**config.mk**
```make
export PLATFORM = sky130hd
export DESIGN_NAME = mips_dmem_wbuf
export DESIGN_NICKNAME = d
export VERILOG_FILES = /design/src/rtl/mips_dmem_wbuf.sv
export SDC_FILE = /design/constraint.sdc
export NUM_CORES = 2
export LEC_CHECK = 0
export CAP_MARGIN = 10
export CORE_MARGIN = 4
export CORE_UTILIZATION = 60
export CTS_CLUSTER_DIAMETER = 60
export DETAILED_ROUTE_END_ITERATION = 16
export PLACE_DENSITY = 0.77
export SLEW_MARGIN = 30
export SYNTH_ARGS = -nofsm -noshare
export SYNTH_HDL_FRONTEND = slang
export SYNTH_SLANG_ARGS = --single-unit
```
**constraint.sdc**
```tcl
create_clock -name clk -period 10.7 [get_ports clk]
set_input_delay 1.07 -clock clk [delete_from_list [all_inputs] [get_ports clk]]
set_output_delay 1.07 -clock clk [all_outputs]
set_load 0.01 [all_outputs]
```
**src/rtl/mips_dmem_wbuf.sv**
```systemverilog
// Data-memory responder for the pipelined MIPS core.
// Stores land in a small circular write buffer that drains into a word RAM
// at a throttled rate; loads are served combinationally, forwarding from the
// newest matching buffered store before falling back to the RAM array.
module mips_dmem_wbuf #(
  parameter int DEPTH     = 64,
  parameter int WB_DEPTH  = 4,
  parameter int DRAIN_GAP = 2
) (
  input  logic                        clk,
  input  logic                        reset,
  input  logic                        memwrite,
  input  logic [31:0]                 addr,
  input  logic [31:0]                 writedata,
  output logic [31:0]                 readdata,
  output logic [$clog2(WB_DEPTH):0]   wb_count,
  output logic                        wb_full,
  output logic                        overflow,
  output logic                        misalign
);

  localparam int IDX_W = $clog2(DEPTH);
  localparam int PTR_W = $clog2(WB_DEPTH);
  localparam int CNT_W = PTR_W + 1;
  localparam int GC_W  = (DRAIN_GAP > 0) ? $clog2(DRAIN_GAP + 1) : 1;

  localparam logic [CNT_W-1:0] FULL_CNT = CNT_W'(WB_DEPTH);
  localparam logic [GC_W-1:0]  GAP_LD   = GC_W'(DRAIN_GAP);

  // Storage: RAM array and buffer entries carry no reset (RAM survives reset).
  logic [31:0]      ram_q     [DEPTH];
  logic [IDX_W-1:0] wb_idx_q  [WB_DEPTH];
  logic [31:0]      wb_data_q [WB_DEPTH];

  // Control state
  logic [PTR_W-1:0] head_q, head_d;
  logic [PTR_W-1:0] tail_q, tail_d;
  logic [CNT_W-1:0] count_q, count_d;
  logic [GC_W-1:0]  gc_q, gc_d;
  logic             ovf_q, ovf_d;
  logic             mis_q, mis_d;

  logic [IDX_W-1:0] idx;
  logic             aligned;
  logic             full;
  logic             drain;
  logic             push;
  logic [PTR_W-1:0] slot;

  // Upper address bits wrap modulo DEPTH and are intentionally ignored.
  logic unused_addr;
  assign unused_addr = ^addr[31:IDX_W+2];

  assign idx     = addr[IDX_W+1:2];
  assign aligned = (addr[1:0] == 2'b00);
  assign full    = (count_q == FULL_CNT);
  assign drain   = (count_q != '0) && (gc_q == '0);
  // A drain in the same cycle frees the head slot, so a full buffer can still accept.
  assign push    = memwrite && aligned && (!full || drain);

  // Next-state logic for pointers, occupancy, gap counter and sticky flags
  always_comb begin
    head_d  = drain ? head_q + PTR_W'(1) : head_q;
    tail_d  = push  ? tail_q + PTR_W'(1) : tail_q;
    count_d = count_q;
    case ({push, drain})
      2'b10:   count_d = count_q + CNT_W'(1);
      2'b01:   count_d = count_q - CNT_W'(1);
      default: count_d = count_q;
    endcase
    gc_d = gc_q;
    if (drain) begin
      gc_d = GAP_LD;
    end else if (gc_q != '0) begin
      gc_d = gc_q - GC_W'(1);
    end
    ovf_d = ovf_q || (memwrite && aligned && full && !drain);
    mis_d = mis_q || (memwrite && !aligned);
  end

  // Control registers with synchronous active-low reset
  always_ff @(posedge clk) begin
    if (!reset) begin
      head_q  <= '0;
      tail_q  <= '0;
      count_q <= '0;
      gc_q    <= '0;
      ovf_q   <= 1'b0;
      mis_q   <= 1'b0;
    end else begin
      head_q  <= head_d;
      tail_q  <= tail_d;
      count_q <= count_d;
      gc_q    <= gc_d;
      ovf_q   <= ovf_d;
      mis_q   <= mis_d;
    end
  end

  // Buffer entry capture and RAM write-back; suppressed while reset is asserted
  always_ff @(posedge clk) begin
    if (reset && push) begin
      wb_idx_q[tail_q]  <= idx;
      wb_data_q[tail_q] <= writedata;
    end
    if (reset && drain) begin
      ram_q[wb_idx_q[head_q]] <= wb_data_q[head_q];
    end
  end

  // Load path: walk oldest to newest so the newest matching entry wins
  always_comb begin
    readdata = ram_q[idx];
    slot     = head_q;
    for (int i = 0; i < WB_DEPTH; i++) begin
      slot = head_q + PTR_W'(i);
      if ((CNT_W'(i) < count_q) && (wb_idx_q[slot] == idx)) begin
        readdata = wb_data_q[slot];
      end
    end
  end

  assign wb_count = count_q;
  assign wb_full  = full;
  assign overflow = ovf_q;
  assign misalign = mis_q;

endmodule

```
# ---- Word level (Yosys, flattened, before mapping)
# Memory sizes are Yosys's and may differ from the RTL's. A register that Yosys moved wholly into a read port is not among the register bits.
# Cells that the tools add are included.
dict set report classes {
  n_addsub 7
  magnitude_cmp 4
  eq_ne 7
  muxes 15
  bitwise_logic 1
  n_reduce_logical 25
}
# op count
set ops {}
lappend ops {{$mux 32} 4}
lappend ops {{$eq 6x6->1} 4}
lappend ops {{$logic_and 1x1->1} 12}
lappend ops {{$mux 2} 6}
lappend ops {{$lt 1x3->1 const A} 2}
lappend ops {{$lt 2x3->1 const A} 2}
lappend ops {{$pmux 3 s2} 1}
lappend ops {{$reduce_bool 2->1} 3}
lappend ops {{$add 2x1->2 const B} 2}
lappend ops {{$add 2x2->2 const B} 2}
lappend ops {{$logic_not 2->1} 2}
lappend ops {{$mux 1} 4}
lappend ops {{$add 3x1->3 const B} 1}
lappend ops {{$eq 3x3->1 const B} 1}
lappend ops {{$logic_not 1->1} 3}
lappend ops {{$logic_or 1x1->1} 3}
lappend ops {{$reduce_bool 3->1} 1}
lappend ops {{$sub 3x1->3 const B} 1}
lappend ops {{$eq 2x1->1 const B} 1}
lappend ops {{$eq 2x2->1 const B} 1}
lappend ops {{$reduce_or 2->1} 1}
lappend ops {{$sub 2x1->2 const B} 1}
lappend ops {{$not 1->1} 1}
dict set report word_totals {
  ff_bits 11
  ram_bits 2200
  output_inout_bits 38
  wordCells 69
  mem_count 3
}
# memory depth word_bits rd rd_ports_with_merged_regs wr line_no
set memory_table {}
lappend memory_table {ram_q 64 32 1 0 1 31} ;# logic [31:0] ram_q [DEPTH];
lappend memory_table {wb_data_q 4 32 4 1 1 33} ;# logic [31:0] wb_data_q [WB_DEPTH];
lappend memory_table {wb_idx_q 4 6 4 1 1 32} ;# logic [IDX_W-1:0] wb_idx_q [WB_DEPTH];

# ---- Logic depth before layout (Yosys ltp)
dict set report depth {
  ltp_word 7
  depth_mapped 13
  depth_no_buf 10
}

# ---- Least setup slack after synthesis
# Ideal clock, no wire load.
dict set report synth_timing {
  path_type {in2out}
  start {in addr[2]}
  end {out readdata[22]}
  arrival_ns 3.405
  required_ns 9.630
  setup_slack_ns 6.225
  path_stages 11
  path_buffers 5
  path_cell_list {buf_4 > buf_6 > buf_4 > buf_2 > buf_2 > mux4_2 > mux2i_1 > o22ai_1 > nor2_1 > nor3_1 > o31a_1}
}
dict set report synth_via {
  elab_chain_cells 6
  elab_cells_between_ends 13
  cone_classes {4 x eq/ne; 4 x mux; 4 x reduce/logical; 1 x memory}
}
# element line_no
set synth_rtl {}
lappend synth_rtl {{start, declared} 13} ;# input logic [31:0] addr,
lappend synth_rtl {{parallel branches: the longest is 5 deep, another holds $mem_v2 64x32} --}
lappend synth_rtl {{$mux 32 (*)} 117} ;# if ((CNT_W'(i) < count_q) && (wb_idx_q[slot] == idx)) begin
lappend synth_rtl {{end, declared} 15} ;# output logic [31:0] readdata,
# Mark *: on every way between the ends.

# ---- Worst setup path in the final report
dict set report layout_timing {
  start {in addr[2]}
  end {out readdata[16]}
}
# Same word-level chain as after synthesis.

==> impl_results.rst <==
.. list-table::
   :header-rows: 1

   * - Metric
     - Value
   * - Result of the run
     - completed
   * - MaxCap Viol Count
     - 0
   * - H-tree depth
     - 4
   * - Met1 layer wirelength in the final routing
     - 79.1 mm
   * - CTS tree
     - built
   * - Non-filler cells in the finished layout
     - 6444
   * - Max Transition Viols Final
     - 0
   * - Top cell type by total area after synthesis
     - sky130_fd_sc_hd__edfxtp_1
   * - Dominant cells by area after synthesis
     - sky130_fd_sc_hd__edfxtp_1, sky130_fd_sc_hd__mux4_2, sky130_fd_sc_hd__mux2i_1
   * - Proportion of layout cells with a drive suffix above 1
     - 24.9%
   * - Placed Cells incl. Taps
     - 6054
   * - Mean instance size in the synthesized netlist
     - 21.1 sq um
   * - Critical path peak fanout
     - 49
   * - Hold Buf Count CTS
     - 0
   * - Fraction of the yosys area taken by sequential cells
     - 75.1%
   * - Slew @ Worst Pin
     - 1.08 ns
   * - Fmax
     - 135 MHz
   * - Min cycle time layout
     - 7.38 ns
   * - Crit end category
     - primary output
   * - Sum of negative setup slack
     - 0 ns
   * - Clock transition at the registers of the reported paths
     - 0.06 ns
   * - Area enclosed by the die boundary
     - 153000 sq um
   * - Combined area of all synthesized cells
     - 88300 sq um
   * - Number of global-route vias before repair
     - 45284
   * - Number of CTS-inserted buffers
     - 209
   * - I/O Buffers
     - 80
   * - Post-synthesis cell type count
     - 59
   * - Met3 WL post-DR
     - 27.2 mm
   * - Final clock period utilization by the worst path
     - 69.0%
   * - Average wire per cell in the routed design
     - 34.2 microns
   * - Starting Density
     - 60.5%
   * - Synthesized netlist net count
     - 4251
   * - Chip width
     - 392 microns
   * - Async set-or-reset flop fraction in the synthesized netlist
     - 0%
   * - Clk sinks
     - 2213
   * - Count of cells resized by post-cts repair
     - 0
   * - Setup CP Type
     - input port to primary output
   * - Number of buffers added for setup after CTS
     - 0
   * - Standby leakage power
     - 30.4 nW
   * - Count of vias placed by the detailed router
     - 45587
   * - Wire length of the first global-routing pass
     - 320 mm
   * - Number of remaining DRC errors
     - 0
   * - Startpoint class of the critical path
     - input port
   * - Pwr Density
     - 197 nW/um^2
   * - RSZ-0062 raised after global routing
     - no
   * - Post-Synthesis Cells
     - 4175
   * - Number of warnings issued by yosys
     - 0
   * - Maximum number of pins on one net before global-route repair
     - 131
   * - Required time at the endpoint of the critical path
     - 9.63 ns
   * - Length of routed met2 wiring
     - 105 mm
   * - First-pass iteration count of the detailed router
     - 6
   * - Clock latency at the later pin of the worst-skew pair
     - 0.84 ns
   * - Placer's final routability congestion estimate
     - 0.862
   * - Crit path DAT
     - 6.31 ns
   * - Number of enable-type register cells in the synthesized netlist
     - 2200
   * - Nets
     - 4425
   * - Largest buffer count on any clock path
     - 3
   * - Vert. Die Dim
     - 392 microns
   * - Worst hold-check path type
     - flop to flop
   * - Number of endpoints failing setup at the final stage
     - 0
   * - Root Buffer Master
     - sky130_fd_sc_hd__clkbuf_16
   * - Register-to-register path setup slack
     - 6.63 ns
   * - Global route total overflow
     - 0
   * - Boundary pin count
     - 105
   * - Number of antenna violations at the first check in global routing
     - 9
   * - Hold violation total from the final report
     - 0
   * - Area of the core
     - 146000 sq um
   * - Total Routing Usage GR
     - 29.3%
   * - Max-Slew Margin vs Limit
     - 27.5%
   * - Wirelength, routed
     - 221 mm
   * - Skew final
     - 0.0379 ns
   * - Flip-flop and latch count after synthesis
     - 2213
   * - Number of vias per cell after detailed routing
     - 7.07
   * - Count of nets left with antenna violations after detail routing
     - 0
   * - Estimated wirelength of the detail-placed design
     - 112 mm
   * - Area share of the leading cell type in the synthesized netlist
     - 74.8%
   * - Area growth from synthesis to final layout
     - 11.7%
   * - Total number of placement rows
     - 140
   * - Count of routing violations after the opening detailed-route iteration
     - 7025
   * - Largest voltage drop on the vdd net
     - 0.000176 V
   * - Most used flip-flop cell after synthesis
     - sky130_fd_sc_hd__edfxtp_1
   * - Top Metal Used
     - met5
[worst max-delay path, stage by stage]
cell and delay [ns]:
sky130_fd_sc_hd__buf_8 0.44, sky130_fd_sc_hd__buf_4 0.71, sky130_fd_sc_hd__buf_4 0.79, sky130_fd_sc_hd__mux4_2 0.36, sky130_fd_sc_hd__nor2b_1 0.16, sky130_fd_sc_hd__a211oi_1 0.13, sky130_fd_sc_hd__a21oi_1 0.82, sky130_fd_sc_hd__nand4_1 0.47
sky130_fd_sc_hd__and3_1 0.32, sky130_fd_sc_hd__o31ai_1 0.33, sky130_fd_sc_hd__clkdlybuf4s50_1 0.61
[power breakdown]
part           internal (mW)  total [mW]  switching [mW]
Clock                   3.84        7.00            3.15
Combinational          0.673        2.16            1.49
Sequential              10.2        10.2          0.0494
[area by class of cell]
class                   instances  area [sq um]
clock inverters               123           968
flip-flops and latches       2213         66300
diodes                          5          12.5
clock buffers                 261          5470
well taps                    1917          2400
fillers                      8636         47300
repair buffers                223          2000
multi-input cells            1690         21400
inverters                      12          45.0
[synthesized netlist by cell type (3+ instances only)]
library cell                number
sky130_fd_sc_hd__nor4_1          4
sky130_fd_sc_hd__nand2b_1       36
sky130_fd_sc_hd__buf_6           3
sky130_fd_sc_hd__o2111ai_1       3
sky130_fd_sc_hd__nor4bb_1        3
sky130_fd_sc_hd__mux2i_1       182
sky130_fd_sc_hd__a2111oi_0       4
sky130_fd_sc_hd__or2_2           3
sky130_fd_sc_hd__nor3_1         15
sky130_fd_sc_hd__a21boi_0        7
sky130_fd_sc_hd__buf_1          28
sky130_fd_sc_hd__nand3_1        18
sky130_fd_sc_hd__a21oi_1        71
sky130_fd_sc_hd__or3_1          12
sky130_fd_sc_hd__nand2_1        82
sky130_fd_sc_hd__a311oi_1        6
sky130_fd_sc_hd__nor2_1        110
sky130_fd_sc_hd__mux2_2         10
sky130_fd_sc_hd__o21ai_0        25
sky130_fd_sc_hd__nor3b_1        26
sky130_fd_sc_hd__o211ai_1       25
sky130_fd_sc_hd__ha_1            9
sky130_fd_sc_hd__and2_1         10
sky130_fd_sc_hd__inv_1          12
sky130_fd_sc_hd__buf_2          70
sky130_fd_sc_hd__nand4_1        29
sky130_fd_sc_hd__a22oi_1        42
sky130_fd_sc_hd__dfxtp_1        13
sky130_fd_sc_hd__o2bb2ai_1       6
sky130_fd_sc_hd__nor2b_1        46
sky130_fd_sc_hd__a211oi_1      107
sky130_fd_sc_hd__xor2_1         10
sky130_fd_sc_hd__a211o_1         3
sky130_fd_sc_hd__clkbuf_1      144
sky130_fd_sc_hd__buf_4          15
sky130_fd_sc_hd__edfxtp_1     2200
sky130_fd_sc_hd__and3_1         25
sky130_fd_sc_hd__xnor2_1        19
sky130_fd_sc_hd__mux4_2        588
sky130_fd_sc_hd__o22ai_1       112
sky130_fd_sc_hd__o31ai_1        19
[layout by cell type (no fill, tap or decap), types with 29 or more instances in the layout]
cell                                 n
sky130_fd_sc_hd__a211oi_1           99
sky130_fd_sc_hd__o22ai_1           112
sky130_fd_sc_hd__nor2_4             65
sky130_fd_sc_hd__clkbuf_16         211
sky130_fd_sc_hd__nand2_1            78
sky130_fd_sc_hd__mux2i_1           182
sky130_fd_sc_hd__nand4_1            29
sky130_fd_sc_hd__edfxtp_1         2200
sky130_fd_sc_hd__clkinv_1           57
sky130_fd_sc_hd__nand2b_1           35
sky130_fd_sc_hd__mux4_2            586
sky130_fd_sc_hd__a21oi_1            71
sky130_fd_sc_hd__clkdlybuf4s50_1    76
sky130_fd_sc_hd__clkinv_2           35
sky130_fd_sc_hd__clkbuf_1           50
sky130_fd_sc_hd__buf_4             135
sky130_fd_sc_hd__a22oi_1            42
sky130_fd_sc_hd__nor2_1             44
sky130_fd_sc_hd__nor2b_1            43
[flip-flops by register name, summed over array words and instances (netlist names), named ones only]
| signal | count |
|---|---|
| gc_q | 2 |
| wb_idx_q | 24 |
| tail_q | 2 |
| wb_count | 3 |
| ram_q | 2048 |
| head_q | 2 |
| wb_data_q | 128 |
| misalign | 1 |
| overflow | 1 |
[layer usage]
metal / global-route usage [%] / up-vias
li1: - / 18050
met1: 41.3 / 23791
met2: 45.3 / 3288
met3: 6.76 / 456
met4: 11.5 / 2
met5: 0 / -
[worst paths after layout]
check | from | endpoint | depth (start not counted)
hold reg to reg | misalign | misalign | 1
setup reg to reg | wb_count[0] | ram_q[31][16] | 7
setup / recovery | addr[2] | readdata[16] | 11
hold / removal | misalign | misalign | 1
[cells by family after synthesis]
kind of cell               count (synthesis)  synth area share, %
AOI/OAI and AO/OA                        441                 3.37
and+or+nand+nor                          431                 2.55
DFF                                     2213                 75.1
muxes                                    780                 17.2
xor gates and xnor gates                  29                0.288
adders and majority gates                  9                0.128
buffers and inverters                    272                 1.35
[metrics by stage]
| step | instance area, sq um | worst slack [ns] | util [%] | power, mW | hold slack (ns) |
|---|---|---|---|---|---|
| 5_1_grt | 98600 | 3.10 | 67.6 | 20.0 | 0.481 |
| 6_report | 98600 | 3.32 | 67.6 | 19.4 | 0.469 |
| 3_5_place_dp | 92100 | 3.39 | 63.1 | 12.5 | 0.464 |
| 4_1_cts | 98500 | 3.38 | 67.5 | 19.4 | 0.477 |
| 3_3_place_gp | 92000 | 3.39 | 63.1 | 12.5 | 0.445 |
| 2_1_floorplan | 88300 | 6.22 | - | 11.7 | 0.508 |
No activity file was read; power rests on OpenSTA's default activity.
